===== src/rtl/lector_memoria_datos_if.sv =====
// Bus bundle between the data-memory dump reader and its surroundings:
// the start/num_words command, the data-memory read port and the byte
// stream towards the UART transmitter, plus the busy/done status.
//
// Handshake: i_start is a single-cycle strobe that is only accepted while
// the reader is idle (i_num_words is sampled in that same cycle).
// o_tx_start is a single-cycle strobe that qualifies o_tx_data; the
// transmitter answers with a single-cycle i_tx_done once the byte has gone
// out, and o_tx_data is held unchanged until then. No new o_tx_start is
// issued before the previous byte has been acknowledged. o_done is a
// single-cycle strobe marking the end of a dump.
interface lector_memoria_datos_if #(
    parameter int RAM_WIDTH   = 16,
    parameter int ADDR_WIDTH  = 16,
    parameter int COUNT_WIDTH = 11
);
    // Command and status
    logic                   i_start;
    logic [COUNT_WIDTH-1:0] i_num_words;
    logic                   o_busy;
    logic                   o_done;

    // Data-memory read port
    logic [ADDR_WIDTH-1:0]  o_addr;
    logic                   o_wea;
    logic                   o_regcea;
    logic [RAM_WIDTH-1:0]   i_data;

    // Byte stream towards the UART transmitter
    logic [7:0]             o_tx_data;
    logic                   o_tx_start;
    logic                   i_tx_done;

    // Reader side
    modport master (
        input  i_start,
        input  i_num_words,
        input  i_data,
        input  i_tx_done,
        output o_addr,
        output o_wea,
        output o_regcea,
        output o_tx_data,
        output o_tx_start,
        output o_busy,
        output o_done
    );

    // Environment side: debug unit, memory and transmitter
    modport slave (
        output i_start,
        output i_num_words,
        output i_data,
        output i_tx_done,
        input  o_addr,
        input  o_wea,
        input  o_regcea,
        input  o_tx_data,
        input  o_tx_start,
        input  o_busy,
        input  o_done
    );
endinterface


===== src/rtl/lector_memoria_datos.sv =====
// Debug-side dump reader for the data memory. On an accepted start it
// reads words 0..n-1 through the memory read port and streams each word
// to the UART transmitter one byte at a time, most significant byte first.
// The word count is clamped to RAM_DEPTH, so the highest address ever
// issued is RAM_DEPTH-1. The memory is never written.
// RAM_WIDTH must be a multiple of 8.
module lector_memoria_datos #(
    parameter int RAM_WIDTH    = 16,
    parameter int RAM_DEPTH    = 1024,
    parameter int ADDR_WIDTH   = 16,
    parameter int READ_LATENCY = 1,
    parameter int COUNT_WIDTH  = 11
) (
    input  logic                         i_clk,
    input  logic                         i_reset,
    lector_memoria_datos_if.master       bus,
    output logic [2:0]                   o_state
);

    localparam int BYTES  = RAM_WIDTH / 8;
    localparam int BIDX_W = (BYTES > 1) ? $clog2(BYTES) : 1;
    localparam int LAT_W  = (READ_LATENCY > 1) ? $clog2(READ_LATENCY) : 1;

    localparam logic [BIDX_W-1:0] TOP_BYTE = BIDX_W'(BYTES - 1);
    localparam logic [LAT_W-1:0]  LAT_LAST = LAT_W'(READ_LATENCY - 1);

    typedef enum logic [2:0] {
        IDLE      = 3'd0,
        READ_REQ  = 3'd1,
        WAIT_DATA = 3'd2,
        SEND_BYTE = 3'd3,
        WAIT_TX   = 3'd4,
        DONE      = 3'd5
    } state_t;

    state_t                 state;
    logic [COUNT_WIDTH-1:0] n_words;   // clamped number of words to dump
    logic [COUNT_WIDTH-1:0] word_cnt;  // index of the word being sent
    logic [BIDX_W-1:0]      byte_idx;  // byte of word_reg currently on o_tx_data
    logic [LAT_W-1:0]       lat_cnt;   // cycles spent in WAIT_DATA
    logic [RAM_WIDTH-1:0]   word_reg;  // captured memory word

    logic [COUNT_WIDTH-1:0] next_cnt;
    logic [BIDX_W-1:0]      next_idx;
    logic                   more_words;
    logic [COUNT_WIDTH-1:0] clamped;

    // Next-value helpers and the RAM_DEPTH clamp on the requested count.
    // word_cnt never exceeds n_words-1, so next_cnt cannot wrap.
    always_comb begin
        next_cnt   = word_cnt + COUNT_WIDTH'(1);
        next_idx   = byte_idx - BIDX_W'(1);
        more_words = (next_cnt < n_words);
        clamped    = bus.i_num_words;
        if (32'(bus.i_num_words) > 32'(RAM_DEPTH)) begin
            clamped = COUNT_WIDTH'(RAM_DEPTH);
        end
    end

    // The reader only ever reads.
    assign bus.o_wea = 1'b0;

    assign o_state = state;

    // Dump FSM; all bus outputs are registered and updated on the
    // transition into the state that owns them. o_done is raised on the
    // edge leaving DONE, together with dropping o_busy, so busy covers the
    // dump up to the cycle before the done strobe.
    always_ff @(posedge i_clk) begin
        if (i_reset) begin
            state          <= IDLE;
            n_words        <= '0;
            word_cnt       <= '0;
            byte_idx       <= '0;
            lat_cnt        <= '0;
            word_reg       <= '0;
            bus.o_addr     <= '0;
            bus.o_regcea   <= 1'b0;
            bus.o_tx_data  <= '0;
            bus.o_tx_start <= 1'b0;
            bus.o_busy     <= 1'b0;
            bus.o_done     <= 1'b0;
        end else begin
            bus.o_done <= 1'b0;
            case (state)
                IDLE: begin
                    if (bus.i_start) begin
                        word_cnt   <= '0;
                        bus.o_addr <= '0;
                        if (bus.i_num_words == '0) begin
                            state <= DONE;
                        end else begin
                            n_words      <= clamped;
                            bus.o_regcea <= 1'b1;
                            bus.o_busy   <= 1'b1;
                            state        <= READ_REQ;
                        end
                    end
                end

                READ_REQ: begin
                    // Address and regcea were set on entry; hold them.
                    lat_cnt <= '0;
                    state   <= WAIT_DATA;
                end

                WAIT_DATA: begin
                    if (lat_cnt == LAT_LAST) begin
                        word_reg       <= bus.i_data;
                        byte_idx       <= TOP_BYTE;
                        bus.o_tx_data  <= bus.i_data[RAM_WIDTH-8 +: 8];
                        bus.o_tx_start <= 1'b1;
                        bus.o_regcea   <= 1'b0;
                        state          <= SEND_BYTE;
                    end else begin
                        lat_cnt <= lat_cnt + LAT_W'(1);
                    end
                end

                SEND_BYTE: begin
                    bus.o_tx_start <= 1'b0;
                    state          <= WAIT_TX;
                end

                WAIT_TX: begin
                    if (bus.i_tx_done) begin
                        if (byte_idx != '0) begin
                            byte_idx       <= next_idx;
                            bus.o_tx_data  <= word_reg[{next_idx, 3'b000} +: 8];
                            bus.o_tx_start <= 1'b1;
                            state          <= SEND_BYTE;
                        end else if (more_words) begin
                            word_cnt     <= next_cnt;
                            bus.o_addr   <= ADDR_WIDTH'(next_cnt);
                            bus.o_regcea <= 1'b1;
                            state        <= READ_REQ;
                        end else begin
                            state <= DONE;
                        end
                    end
                end

                DONE: begin
                    bus.o_done <= 1'b1;
                    bus.o_busy <= 1'b0;
                    state      <= IDLE;
                end

                default: begin
                    state <= IDLE;
                end
            endcase
        end
    end

endmodule

===== src/flat_wrapper.sv =====
// flat-port wrapper written by rule: the top's interface ports become plain ports
module lector_memoria_datos_flat 
#(
    parameter int RAM_WIDTH    = 16,
    parameter int RAM_DEPTH    = 1024,
    parameter int ADDR_WIDTH   = 16,
    parameter int READ_LATENCY = 1,
    parameter int COUNT_WIDTH  = 11
)
  (i_clk, i_reset, o_state, bus_i_start, bus_i_num_words, bus_i_data, bus_i_tx_done, bus_o_addr, bus_o_wea, bus_o_regcea, bus_o_tx_data, bus_o_tx_start, bus_o_busy, bus_o_done);
  lector_memoria_datos_if #(.RAM_WIDTH(RAM_WIDTH), .ADDR_WIDTH(ADDR_WIDTH), .COUNT_WIDTH(COUNT_WIDTH)) bus_i ();
  input  logic i_clk;
  input  logic i_reset;
  output logic [2:0] o_state;
  input wire logic [$bits(bus_i.i_start)-1:0] bus_i_start;
  input wire logic [$bits(bus_i.i_num_words)-1:0] bus_i_num_words;
  input wire logic [$bits(bus_i.i_data)-1:0] bus_i_data;
  input wire logic [$bits(bus_i.i_tx_done)-1:0] bus_i_tx_done;
  output wire logic [$bits(bus_i.o_addr)-1:0] bus_o_addr;
  output wire logic [$bits(bus_i.o_wea)-1:0] bus_o_wea;
  output wire logic [$bits(bus_i.o_regcea)-1:0] bus_o_regcea;
  output wire logic [$bits(bus_i.o_tx_data)-1:0] bus_o_tx_data;
  output wire logic [$bits(bus_i.o_tx_start)-1:0] bus_o_tx_start;
  output wire logic [$bits(bus_i.o_busy)-1:0] bus_o_busy;
  output wire logic [$bits(bus_i.o_done)-1:0] bus_o_done;
  assign bus_i.i_start = bus_i_start;
  assign bus_i.i_num_words = bus_i_num_words;
  assign bus_i.i_data = bus_i_data;
  assign bus_i.i_tx_done = bus_i_tx_done;
  assign bus_o_addr = bus_i.o_addr;
  assign bus_o_wea = bus_i.o_wea;
  assign bus_o_regcea = bus_i.o_regcea;
  assign bus_o_tx_data = bus_i.o_tx_data;
  assign bus_o_tx_start = bus_i.o_tx_start;
  assign bus_o_busy = bus_i.o_busy;
  assign bus_o_done = bus_i.o_done;
  lector_memoria_datos #(.RAM_WIDTH(RAM_WIDTH), .RAM_DEPTH(RAM_DEPTH), .ADDR_WIDTH(ADDR_WIDTH), .READ_LATENCY(READ_LATENCY), .COUNT_WIDTH(COUNT_WIDTH)) u_core (.i_clk(i_clk), .i_reset(i_reset), .bus(bus_i), .o_state(o_state));
endmodule

===== config.mk =====
export PLATFORM = sky130hd
export DESIGN_NAME = lector_memoria_datos_flat
export DESIGN_NICKNAME = d
export VERILOG_FILES = /design/src/rtl/lector_memoria_datos_if.sv /design/src/rtl/lector_memoria_datos.sv /design/src/flat_wrapper.sv
export SDC_FILE = /design/constraint.sdc
export NUM_CORES = 1
export LEC_CHECK = 0
export ABC_CLOCK_PERIOD_IN_PS = 2800
export CAP_MARGIN = 10
export CORE_ASPECT_RATIO = 1.2
export CORE_MARGIN = 2
export CORE_UTILIZATION = 45
export CTS_CLUSTER_SIZE = 40
export DETAILED_ROUTE_END_ITERATION = 6
export PLACE_DENSITY = 0.72
export SLEW_MARGIN = 10
export SYNTH_ARGS = -nofsm -noshare
export SYNTH_HDL_FRONTEND = slang
export SYNTH_SLANG_ARGS = --single-unit
export TNS_END_PERCENT = 30

===== constraint.sdc =====
create_clock -name i_clk -period 2.8 [get_ports i_clk]
set_input_delay 0.42 -clock i_clk [delete_from_list [all_inputs] [get_ports i_clk]]
set_output_delay 0.42 -clock i_clk [all_outputs]
set_load 0.02 [all_outputs]

* After elaboration in Yosys (flattened, before gate mapping) *
Cells that the tools add are included.

operators by class
  $add $sub $neg = 3
  equal/unequal tests = 12
  shifts and indexed selects = 1
  $lt $le $gt $ge = 2
  multiplexer cells = 40
  reductions and logical operators = 17
  bitwise logic cells = 2

operators by type and width
  operator               number
  $mux 16                4
  $mux 11                5
  $pmux 16 s2            1
  $mux 8                 3
  $pmux 11 s2            1
  $mux 3                 6
  $pmux 8 s2             1
  $shiftx 16x5->8        1
  $pmux 3 s5             1
  $mux 1                 13
  $reduce_and 3->1       4
  $add 11x1->11 const B  1
  $gt 11x11->1 const B   1
  $logic_not 11->1       1
  $lt 11x11->1           1
  $ne 2x2->1 const B     5
  $reduce_and 4->1       2
  $reduce_bool 2->1      4
  $reduce_and 7->1       1
  $eq 3x2->1 const B     2
  $eq 3x3->1 const B     2
  $pmux 1 s2             3
  $pmux 1 s3             2
  $reduce_bool 3->1      2
  8 further kinds        10

word-level totals
  word-level logic and storage cells = 89
  register bits = 71
  output and inout bits = 32
  input bits = 31

* Depth between registers and ports, before layout *
Gate-level depths: netlist of the first run.

  word-level depth = 6
  mapped depth = 11
  mapped depth without buffers = 10

* Worst setup path after synthesis of the first run *
Ideal clock, no wire load.

  path kind = register to register
  start = reg u_core.bus.o_addr[0] (netlist name)
  end = reg u_core.bus.o_addr[10]
  required time = 2.664 ns
  setup slack = 0.311 ns
  cell stages (with the launch flop) = 12
  period minus slack after synthesis = 2.489 ns
  path buffers = 1
  arrival time = 2.353 ns
  setup time = 0.136 ns
  cells stage by stage = dfxtp_1 -> ha_1 -> nand2_1 -> nor3_1 -> xor2_1 -> ha_1 -> a21oi_1 -> o21ai_0 -> a221oi_4 -> and2_1 -> buf_6 -> o311ai_1

RTL lines
  what                    RTL line                       source
  end signal: assignment  lector_memoria_datos.sv:134    bus.o_addr <= ADDR_WIDTH'(next_cnt);
  end: declaration        lector_memoria_datos_if.sv:40  output o_addr,

==> results of run 1 <==
[final cells by class]
cell class              instances  area, um^2  share of cell area
clock buffers                   7        86.3              0.0239
clock inverters                 1        5.00             0.00139
inverters                      14        52.6              0.0146
multi-input cells             271        1670               0.462
flip-flops and latches         54        1090               0.301
well taps                      85         106              0.0295
repair buffers                 63         608               0.168
[cells by family after synthesis]
group / Yosys count / synth area share
buffers and inverters: 42 / 0.0767
DFF: 54 / 0.366
adders and majority gates: 12 / 0.0508
other: 1 / 0.00127
muxes: 8 / 0.0271
and+or+nand+nor: 152 / 0.264
AOI/OAI and AO/OA: 84 / 0.188
xor gates and xnor gates: 9 / 0.0267
[report_power, final]
group          switching [mW]  internal [mW]
clock                   0.254          0.200
sequential             0.0419          0.808
combinational           0.213          0.163
[cells in the mapped netlist, types with 3 or more instances]
master / count / area (um^2)
sky130_fd_sc_hd__buf_6: 3 / 33.8
sky130_fd_sc_hd__nand2b_1: 23 / 144
sky130_fd_sc_hd__o311ai_1: 9 / 78.8
sky130_fd_sc_hd__a21oi_1: 44 / 220
sky130_fd_sc_hd__o21ai_0: 3 / 15.0
sky130_fd_sc_hd__nand3_1: 21 / 105
sky130_fd_sc_hd__nand4_1: 7 / 43.8
sky130_fd_sc_hd__nor2_1: 24 / 90.1
sky130_fd_sc_hd__buf_2: 7 / 35.0
sky130_fd_sc_hd__dfxtp_1: 54 / 1080
sky130_fd_sc_hd__xor2_1: 4 / 35.0
sky130_fd_sc_hd__xnor2_1: 5 / 43.8
sky130_fd_sc_hd__nor3_1: 5 / 25.0
sky130_fd_sc_hd__a211oi_1: 6 / 45.0
sky130_fd_sc_hd__inv_1: 13 / 48.8
sky130_fd_sc_hd__nand2_1: 52 / 195
sky130_fd_sc_hd__a31oi_1: 5 / 31.3
sky130_fd_sc_hd__buf_4: 10 / 75.1
sky130_fd_sc_hd__clkbuf_1: 8 / 30.0
sky130_fd_sc_hd__mux2i_1: 8 / 80.1
sky130_fd_sc_hd__a22oi_1: 3 / 22.5
sky130_fd_sc_hd__ha_1: 12 / 150
[worst min-delay path by stage]
stage | slack (ps) | to | start | cells past startpoint
floorplan | 430 | u_core.n_words[1] | u_core.n_words[1] | 2
global placement | 440 | u_core.n_words[5] | u_core.n_words[5] | 2
detailed placement | 450 | u_core.n_words[5] | u_core.n_words[5] | 2
CTS | 460 | u_core.n_words[5] | u_core.n_words[5] | 2
global route | 480 | u_core.n_words[5] | u_core.n_words[5] | 2
finish | 460 | u_core.n_words[5] | u_core.n_words[5] | 2
[worst max-delay path, stage by stage (launching register included)]
cell and delay [ps]:
sky130_fd_sc_hd__dfxtp_1 440, sky130_fd_sc_hd__and4_1 270, sky130_fd_sc_hd__nand4_1 120, sky130_fd_sc_hd__xnor2_1 180, sky130_fd_sc_hd__ha_1 320, sky130_fd_sc_hd__nand4_1 120
sky130_fd_sc_hd__nor2_1 210, sky130_fd_sc_hd__a221oi_4 90, sky130_fd_sc_hd__buf_4 200, sky130_fd_sc_hd__or4_1 410, sky130_fd_sc_hd__a21oi_1 140
[routing by layer]
metal	vias to the layer above	global-route usage	wire length [um]
met3	6	0.0419	305
met5	-	0	0
li1	1348	-	-
met4	0	0.0365	69
met1	1298	0.239	3190
met2	69	0.371	3530
[per-stage QoR]
step	utilization	hold WS (ps)
finish	0.564	459
global route	0.564	479
CTS	0.563	462
detailed placement	0.548	449
global placement	0.548	439
floorplan	-	432
[timing repair]
action                     in CTS  in global routing
setup buffers                   0                  0
gates resized for setup         0                  6
setup endpoints to repair       0                 13
==> flow_results.xml, run 1 <==
<?xml version="1.0" encoding="UTF-8"?>
<metrics>
  <group name="power_and_ir_drop">
    <metric name="p_leak" unit="nW">1.25</metric>
    <metric name="ir_drop" unit="uV">329</metric>
    <metric name="total_power" unit="mW">1.68</metric>
    <metric name="p_per_area" unit="nW/um^2">465</metric>
  </group>
  <group name="synthesis">
    <metric name="postSynthAreaPerCell" unit="um^2">8.16</metric>
    <metric name="synth-main-ff-cell" unit="">sky130_fd_sc_hd__dfxtp_1</metric>
    <metric name="netlist_area" unit="um^2">2950</metric>
    <metric name="yosys_warnings" unit="">0</metric>
    <metric name="count_of_flip_flops_with_a_built_in_enable_after_synthesis" unit="">0</metric>
    <metric name="post_synth_num_cell_types" unit="">51</metric>
    <metric name="synth_async_sr_flop_share" unit="">0</metric>
    <metric name="yosysSeqAreaShare" unit="">0.366</metric>
    <metric name="synthesis.instances" unit="">362</metric>
    <metric name="postSynthRegisterBits" unit="">54</metric>
  </group>
  <group name="cts">
    <metric name="clock_path_buffers" unit="">2</metric>
    <metric name="clkTransAtPathRegs" unit="ps">100</metric>
    <metric name="clock_sinks" unit="">54</metric>
    <metric name="clock_tree.root_cell" unit="">sky130_fd_sc_hd__clkbuf_8</metric>
    <metric name="cts_h_tree_depth" unit="">2</metric>
    <metric name="cts_hold_buf" unit="">0</metric>
    <metric name="tritoncts" unit="">done</metric>
    <metric name="tritoncts.num_buffers" unit="">5</metric>
    <metric name="clkLatencyLatePin" unit="ps">300</metric>
  </group>
  <group name="global_routing">
    <metric name="grt_antenna_before_repair" unit="">0</metric>
    <metric name="track_usage" unit="">0.201</metric>
    <metric name="grt_first_pass_wirelength" unit="mm">11.8</metric>
    <metric name="grt_start_max_net_pins" unit="">57</metric>
    <metric name="gr-total-overflow" unit="">0</metric>
    <metric name="first_global_vias" unit="">2540</metric>
  </group>
  <group name="setup_path">
    <metric name="timing.critical_path.to_type" unit="">flop</metric>
    <metric name="critPathMaxFanout" unit="">14</metric>
    <metric name="ff2ff_setup_slack" unit="ps">230</metric>
    <metric name="critPathRequiredTime" unit="ps">3030</metric>
    <metric name="worst-setup-path-type" unit="">flop to flop</metric>
    <metric name="critical_path_arrival" unit="ps">2800</metric>
    <metric name="cp-endpoint" unit="">u_core.o_state[2]</metric>
    <metric name="rr_startpoint" unit="">u_core.bus.o_addr[5]</metric>
    <metric name="crit_start" unit="">u_core.bus.o_addr[5]</metric>
    <metric name="worstReg2RegEnd" unit="">u_core.o_state[2]</metric>
    <metric name="r2r_cells" unit="">10</metric>
    <metric name="critical_path.startpoint_type" unit="">flop</metric>
  </group>
  <group name="timing">
    <metric name="fmax" unit="MHz">389</metric>
    <metric name="setup_viol_count_final" unit="">0</metric>
    <metric name="slew_viol_final" unit="">0</metric>
    <metric name="final_critical_path_time_including_i_o_delays_and_setup" unit="ps">2570</metric>
    <metric name="maxSlewHeadroom" unit="">0.308</metric>
    <metric name="final.setup.worst_slack" unit="ps">230</metric>
    <metric name="finClkSkew" unit="ps">4.97</metric>
    <metric name="rsz0062_at_grt" unit="">yes</metric>
    <metric name="share_of_the_cycle_needed_by_the_critical_path_after_routing" unit="">0.918</metric>
    <metric name="finalSetupTns" unit="ps">0</metric>
    <metric name="worstMarginPinSlew" unit="ps">1040</metric>
    <metric name="hold_violations" unit="">0</metric>
  </group>
  <group name="placed_design">
    <metric name="detailedPlace.worstSlack" unit="ps">117</metric>
    <metric name="portBuffers" unit="">56</metric>
    <metric name="gp_congestion" unit="">0.836</metric>
    <metric name="area_post_placement" unit="um^2">3510</metric>
    <metric name="numPlacedInstances" unit="">487</metric>
    <metric name="dpl.hpwl" unit="mm">5.04</metric>
  </group>
  <group name="layout">
    <metric name="max_reg_flops" unit="">16</metric>
    <metric name="layout.cell_area.non_filler" unit="um^2">3610</metric>
    <metric name="mostFrequentLayoutCell" unit="">sky130_fd_sc_hd__clkdlybuf4s50_1</metric>
    <metric name="final_cell_mix" unit="">55 x sky130_fd_sc_hd__clkdlybuf4s50_1, 52 x sky130_fd_sc_hd__nand2_1, 50 x sky130_fd_sc_hd__dfxtp_1, 44 x sky130_fd_sc_hd__a21oi_1, 24 x sky130_fd_sc_hd__nor2_1</metric>
    <metric name="num-fill-cells" unit="">632</metric>
    <metric name="finish.cell_count_without_fillers" unit="">495</metric>
    <metric name="syn2layout_area_growth" unit="%">22.2</metric>
    <metric name="post_route_cells_drive_above_1_share" unit="">0.0805</metric>
    <metric name="fin_nets" unit="">452</metric>
    <metric name="antennaDiodeCount" unit="">0</metric>
  </group>
  <group name="status">
    <metric name="run_status" unit="">finished, final reports clean</metric>
  </group>
  <group name="detailed_routing">
    <metric name="detailedRoute.firstPassIterationCount" unit="">4</metric>
    <metric name="detail_route.drc_violations" unit="">0</metric>
    <metric name="vias" unit="">2721</metric>
    <metric name="routed_length_per_instance" unit="um">14.3</metric>
    <metric name="routed_wl" unit="mm">7.09</metric>
    <metric name="drt_first_iter_violations" unit="">123</metric>
    <metric name="route.detailed.vias_per_inst" unit="">5.50</metric>
    <metric name="route.antenna.remaining_nets" unit="">0</metric>
  </group>
  <group name="floorplan">
    <metric name="die-area" unit="um^2">7230</metric>
    <metric name="site_rows" unit="">32</metric>
    <metric name="initial_core_util" unit="">0.461</metric>
    <metric name="die_w" unit="um">78.0</metric>
    <metric name="top_level_pins" unit="">63</metric>
    <metric name="die_height" unit="um">92.8</metric>
    <metric name="core" unit="um^2">6410</metric>
  </group>
  <group name="run">
    <metric name="maxCapViolations" unit="">0</metric>
  </group>
  <group name="worst_hold_path">
    <metric name="hp-class" unit="">flop to flop</metric>
  </group>
</metrics>
Power figures use the tool's default switching activity.
==> run 2: changes to the inputs <==
- CORE_ASPECT_RATIO: 1.2 -> 1.25
- CTS_BUF_LIST: not set -> sky130_fd_sc_hd__clkbuf_4
==> run 2 against run 1 <==
Net effect:
- sequential power about the same
- register-to-register slack about the same
- highest routed layer unchanged
- via count decreased by 3.2%
- sequential cell count unchanged
- sequential share of layout area decreased by 0.097 points
- clock power increased by 19%
- first-iteration DRC count increased by 16%
- maximum frequency decreased by 0.40%
- clock skew increased by 13 ps
==> flow_results.xml, run 2 (same netlist as run 1, synthesis figures left out) <==
<?xml version="1.0" encoding="UTF-8"?>
<metrics>
  <group name="status">
    <metric name="run_status" unit="">finished, final reports clean</metric>
  </group>
  <group name="power_and_ir_drop">
    <metric name="p_per_area" unit="nW/um^2">490</metric>
    <metric name="ir_drop" unit="uV">289</metric>
    <metric name="p_leak" unit="nW">1.25</metric>
    <metric name="total_power" unit="mW">1.77</metric>
  </group>
  <group name="detailed_routing">
    <metric name="routed_length_per_instance" unit="um">14.5</metric>
    <metric name="drt_first_iter_violations" unit="">143</metric>
    <metric name="routed_wl" unit="mm">7.19</metric>
    <metric name="route.detailed.vias_per_inst" unit="">5.31</metric>
    <metric name="vias" unit="">2633</metric>
    <metric name="detailedRoute.firstPassIterationCount" unit="">4</metric>
    <metric name="detail_route.drc_violations" unit="">0</metric>
    <metric name="route.antenna.remaining_nets" unit="">0</metric>
  </group>
  <group name="floorplan">
    <metric name="core" unit="um^2">6440</metric>
    <metric name="initial_core_util" unit="">0.459</metric>
    <metric name="site_rows" unit="">33</metric>
    <metric name="die_w" unit="um">76.5</metric>
    <metric name="die-area" unit="um^2">7230</metric>
    <metric name="die_height" unit="um">94.6</metric>
    <metric name="top_level_pins" unit="">63</metric>
  </group>
  <group name="setup_path">
    <metric name="critPathMaxFanout" unit="">14</metric>
    <metric name="critical-path-max-stage-delay" unit="ps">460</metric>
    <metric name="cp_slowest_cell" unit="">sky130_fd_sc_hd__dfxtp_1</metric>
    <metric name="critical_path_arrival" unit="ps">2900</metric>
    <metric name="critPathMostFrequentCell" unit="">sky130_fd_sc_hd__nand4_1</metric>
    <metric name="critPathRequiredTime" unit="ps">3110</metric>
    <metric name="critical_path.startpoint_type" unit="">flop</metric>
    <metric name="cp_num_buf_inv" unit="">1</metric>
    <metric name="timing.critical_path.cells" unit="">nand4_1 &gt; nor3_1 &gt; xor2_1 &gt; ha_1 &gt; nand4_1 &gt; nor2_1 &gt; a221oi_4 &gt; buf_4 &gt; or4_1 &gt; a21oi_1</metric>
    <metric name="worst-setup-path-type" unit="">flop to flop</metric>
    <metric name="timing.critical_path.to_type" unit="">flop</metric>
    <metric name="timing.critical_path.max_delay_family" unit="">simple AND/OR/NAND/NOR gates</metric>
  </group>
  <group name="cts">
    <metric name="clkTransAtPathRegs" unit="ps">160</metric>
    <metric name="clock_sinks" unit="">54</metric>
    <metric name="tritoncts.num_buffers" unit="">5</metric>
    <metric name="cts_hold_buf" unit="">0</metric>
    <metric name="cts_h_tree_depth" unit="">2</metric>
    <metric name="clock_tree.root_cell" unit="">sky130_fd_sc_hd__clkbuf_4</metric>
    <metric name="clkLatencyLatePin" unit="ps">390</metric>
    <metric name="tritoncts" unit="">done</metric>
    <metric name="clock_path_buffers" unit="">2</metric>
  </group>
  <group name="worst_hold_path">
    <metric name="hp-class" unit="">flop to flop</metric>
  </group>
  <group name="timing">
    <metric name="setup_viol_count_final" unit="">0</metric>
    <metric name="final.setup.worst_slack" unit="ps">219</metric>
    <metric name="fmax" unit="MHz">388</metric>
    <metric name="final_critical_path_time_including_i_o_delays_and_setup" unit="ps">2580</metric>
    <metric name="finClkSkew" unit="ps">18.4</metric>
    <metric name="slew_viol_final" unit="">0</metric>
    <metric name="holdWs" unit="ps">467</metric>
    <metric name="finalSetupTns" unit="ps">0</metric>
    <metric name="worstMarginPinSlew" unit="ps">1020</metric>
    <metric name="hold_violations" unit="">0</metric>
    <metric name="rsz0062_at_grt" unit="">no</metric>
    <metric name="share_of_the_cycle_needed_by_the_critical_path_after_routing" unit="">0.922</metric>
    <metric name="maxSlewHeadroom" unit="">0.323</metric>
  </group>
  <group name="layout">
    <metric name="post_route_cells_drive_above_1_share" unit="">0.0758</metric>
    <metric name="num-fill-cells" unit="">654</metric>
    <metric name="fin_util" unit="">0.562</metric>
    <metric name="max_reg_flops" unit="">16</metric>
    <metric name="finish.cell_count_without_fillers" unit="">496</metric>
    <metric name="final-seq-area" unit="um^2">1080</metric>
    <metric name="layout.cell_area.non_filler" unit="um^2">3620</metric>
    <metric name="area_used_by_multi_input_combinational_logic" unit="um^2">1670</metric>
    <metric name="syn2layout_area_growth" unit="%">22.5</metric>
    <metric name="final_cell_mix" unit="">55 x sky130_fd_sc_hd__clkdlybuf4s50_1, 52 x sky130_fd_sc_hd__nand2_1, 51 x sky130_fd_sc_hd__dfxtp_1, 44 x sky130_fd_sc_hd__a21oi_1, 24 x sky130_fd_sc_hd__nor2_1</metric>
    <metric name="antennaDiodeCount" unit="">0</metric>
    <metric name="mostFrequentLayoutCell" unit="">sky130_fd_sc_hd__clkdlybuf4s50_1</metric>
    <metric name="fin_nets" unit="">451</metric>
  </group>
  <group name="placed_design">
    <metric name="gp_congestion" unit="">0.870</metric>
    <metric name="portBuffers" unit="">56</metric>
    <metric name="area_post_placement" unit="um^2">3510</metric>
    <metric name="numPlacedInstances" unit="">488</metric>
    <metric name="detailedPlace.worstSlack" unit="ps">132</metric>
    <metric name="dpl.hpwl" unit="mm">5.28</metric>
  </group>
  <group name="global_routing">
    <metric name="gr-total-overflow" unit="">0</metric>
    <metric name="grt_first_pass_wirelength" unit="mm">12.2</metric>
    <metric name="grt_start_max_net_pins" unit="">57</metric>
    <metric name="track_usage" unit="">0.210</metric>
    <metric name="first_global_vias" unit="">2659</metric>
    <metric name="grt_antenna_before_repair" unit="">0</metric>
  </group>
  <group name="run">
    <metric name="maxCapViolations" unit="">0</metric>
  </group>
</metrics>
-- run 2: changes by cell type in the layout (fill, tap and decap cells not counted), sizes merged --
cell    delta
buf        -1
bufinv     +2
clkbuf     -2
-- run 2: power breakdown --
part / internal [mW] / switching [mW] / leakage (nW) / total [mW]
Combinational: 0.166 / 0.214 / 0.756 / 0.380
Clock: 0.280 / 0.263 / 0.0554 / 0.542
Sequential: 0.809 / 0.0411 / 0.440 / 0.850
-- run 2: metal layers --
layer	part of all wire	wire length (um)	up-vias	global-route usage
li1	-	-	1342	-
met1	0.42	3040	1216	0.230
met2	0.51	3700	60	0.396
met3	0.041	296	15	0.0421
met4	0.022	159	0	0.0864
met5	0	0	-	0
-- run 2: final cells by class --
| type | count | area share |
|---|---|---|
| Multi-Input combinational cell | 271 | 0.460 |
| Clock buffer | 5 | 0.0104 |
| Timing Repair Buffer | 62 | 0.166 |
| Clock inverter | 3 | 0.0190 |
| Inverter | 14 | 0.0145 |
| Sequential cell | 54 | 0.300 |
| Tap cell | 87 | 0.0301 |
-- run 2: tightest hold or removal path, stage by stage (launching register included) --
cell and delay (ps):
sky130_fd_sc_hd__dfxtp_1 340, sky130_fd_sc_hd__nand2_1 50, sky130_fd_sc_hd__a21oi_1 50
-- run 2: repair_timing --
action / in CTS / in global routing
endpoints found under the setup margin: 0 / 13
setup buffers: 0 / 0
resized for setup: 0 / 4
-- run 2: final timing paths --
check / startpoint / endpoint / slack (ps) / cells past startpoint
worst min-delay path: u_core.n_words[1] / u_core.n_words[1] / 470 / 2
worst max-delay path: u_core.bus.o_addr[4] / u_core.o_state[2] / 220 / 10
worst min register to register: u_core.n_words[1] / u_core.n_words[1] / 470 / 2
worst max register to register: u_core.bus.o_addr[4] / u_core.o_state[2] / 220 / 10
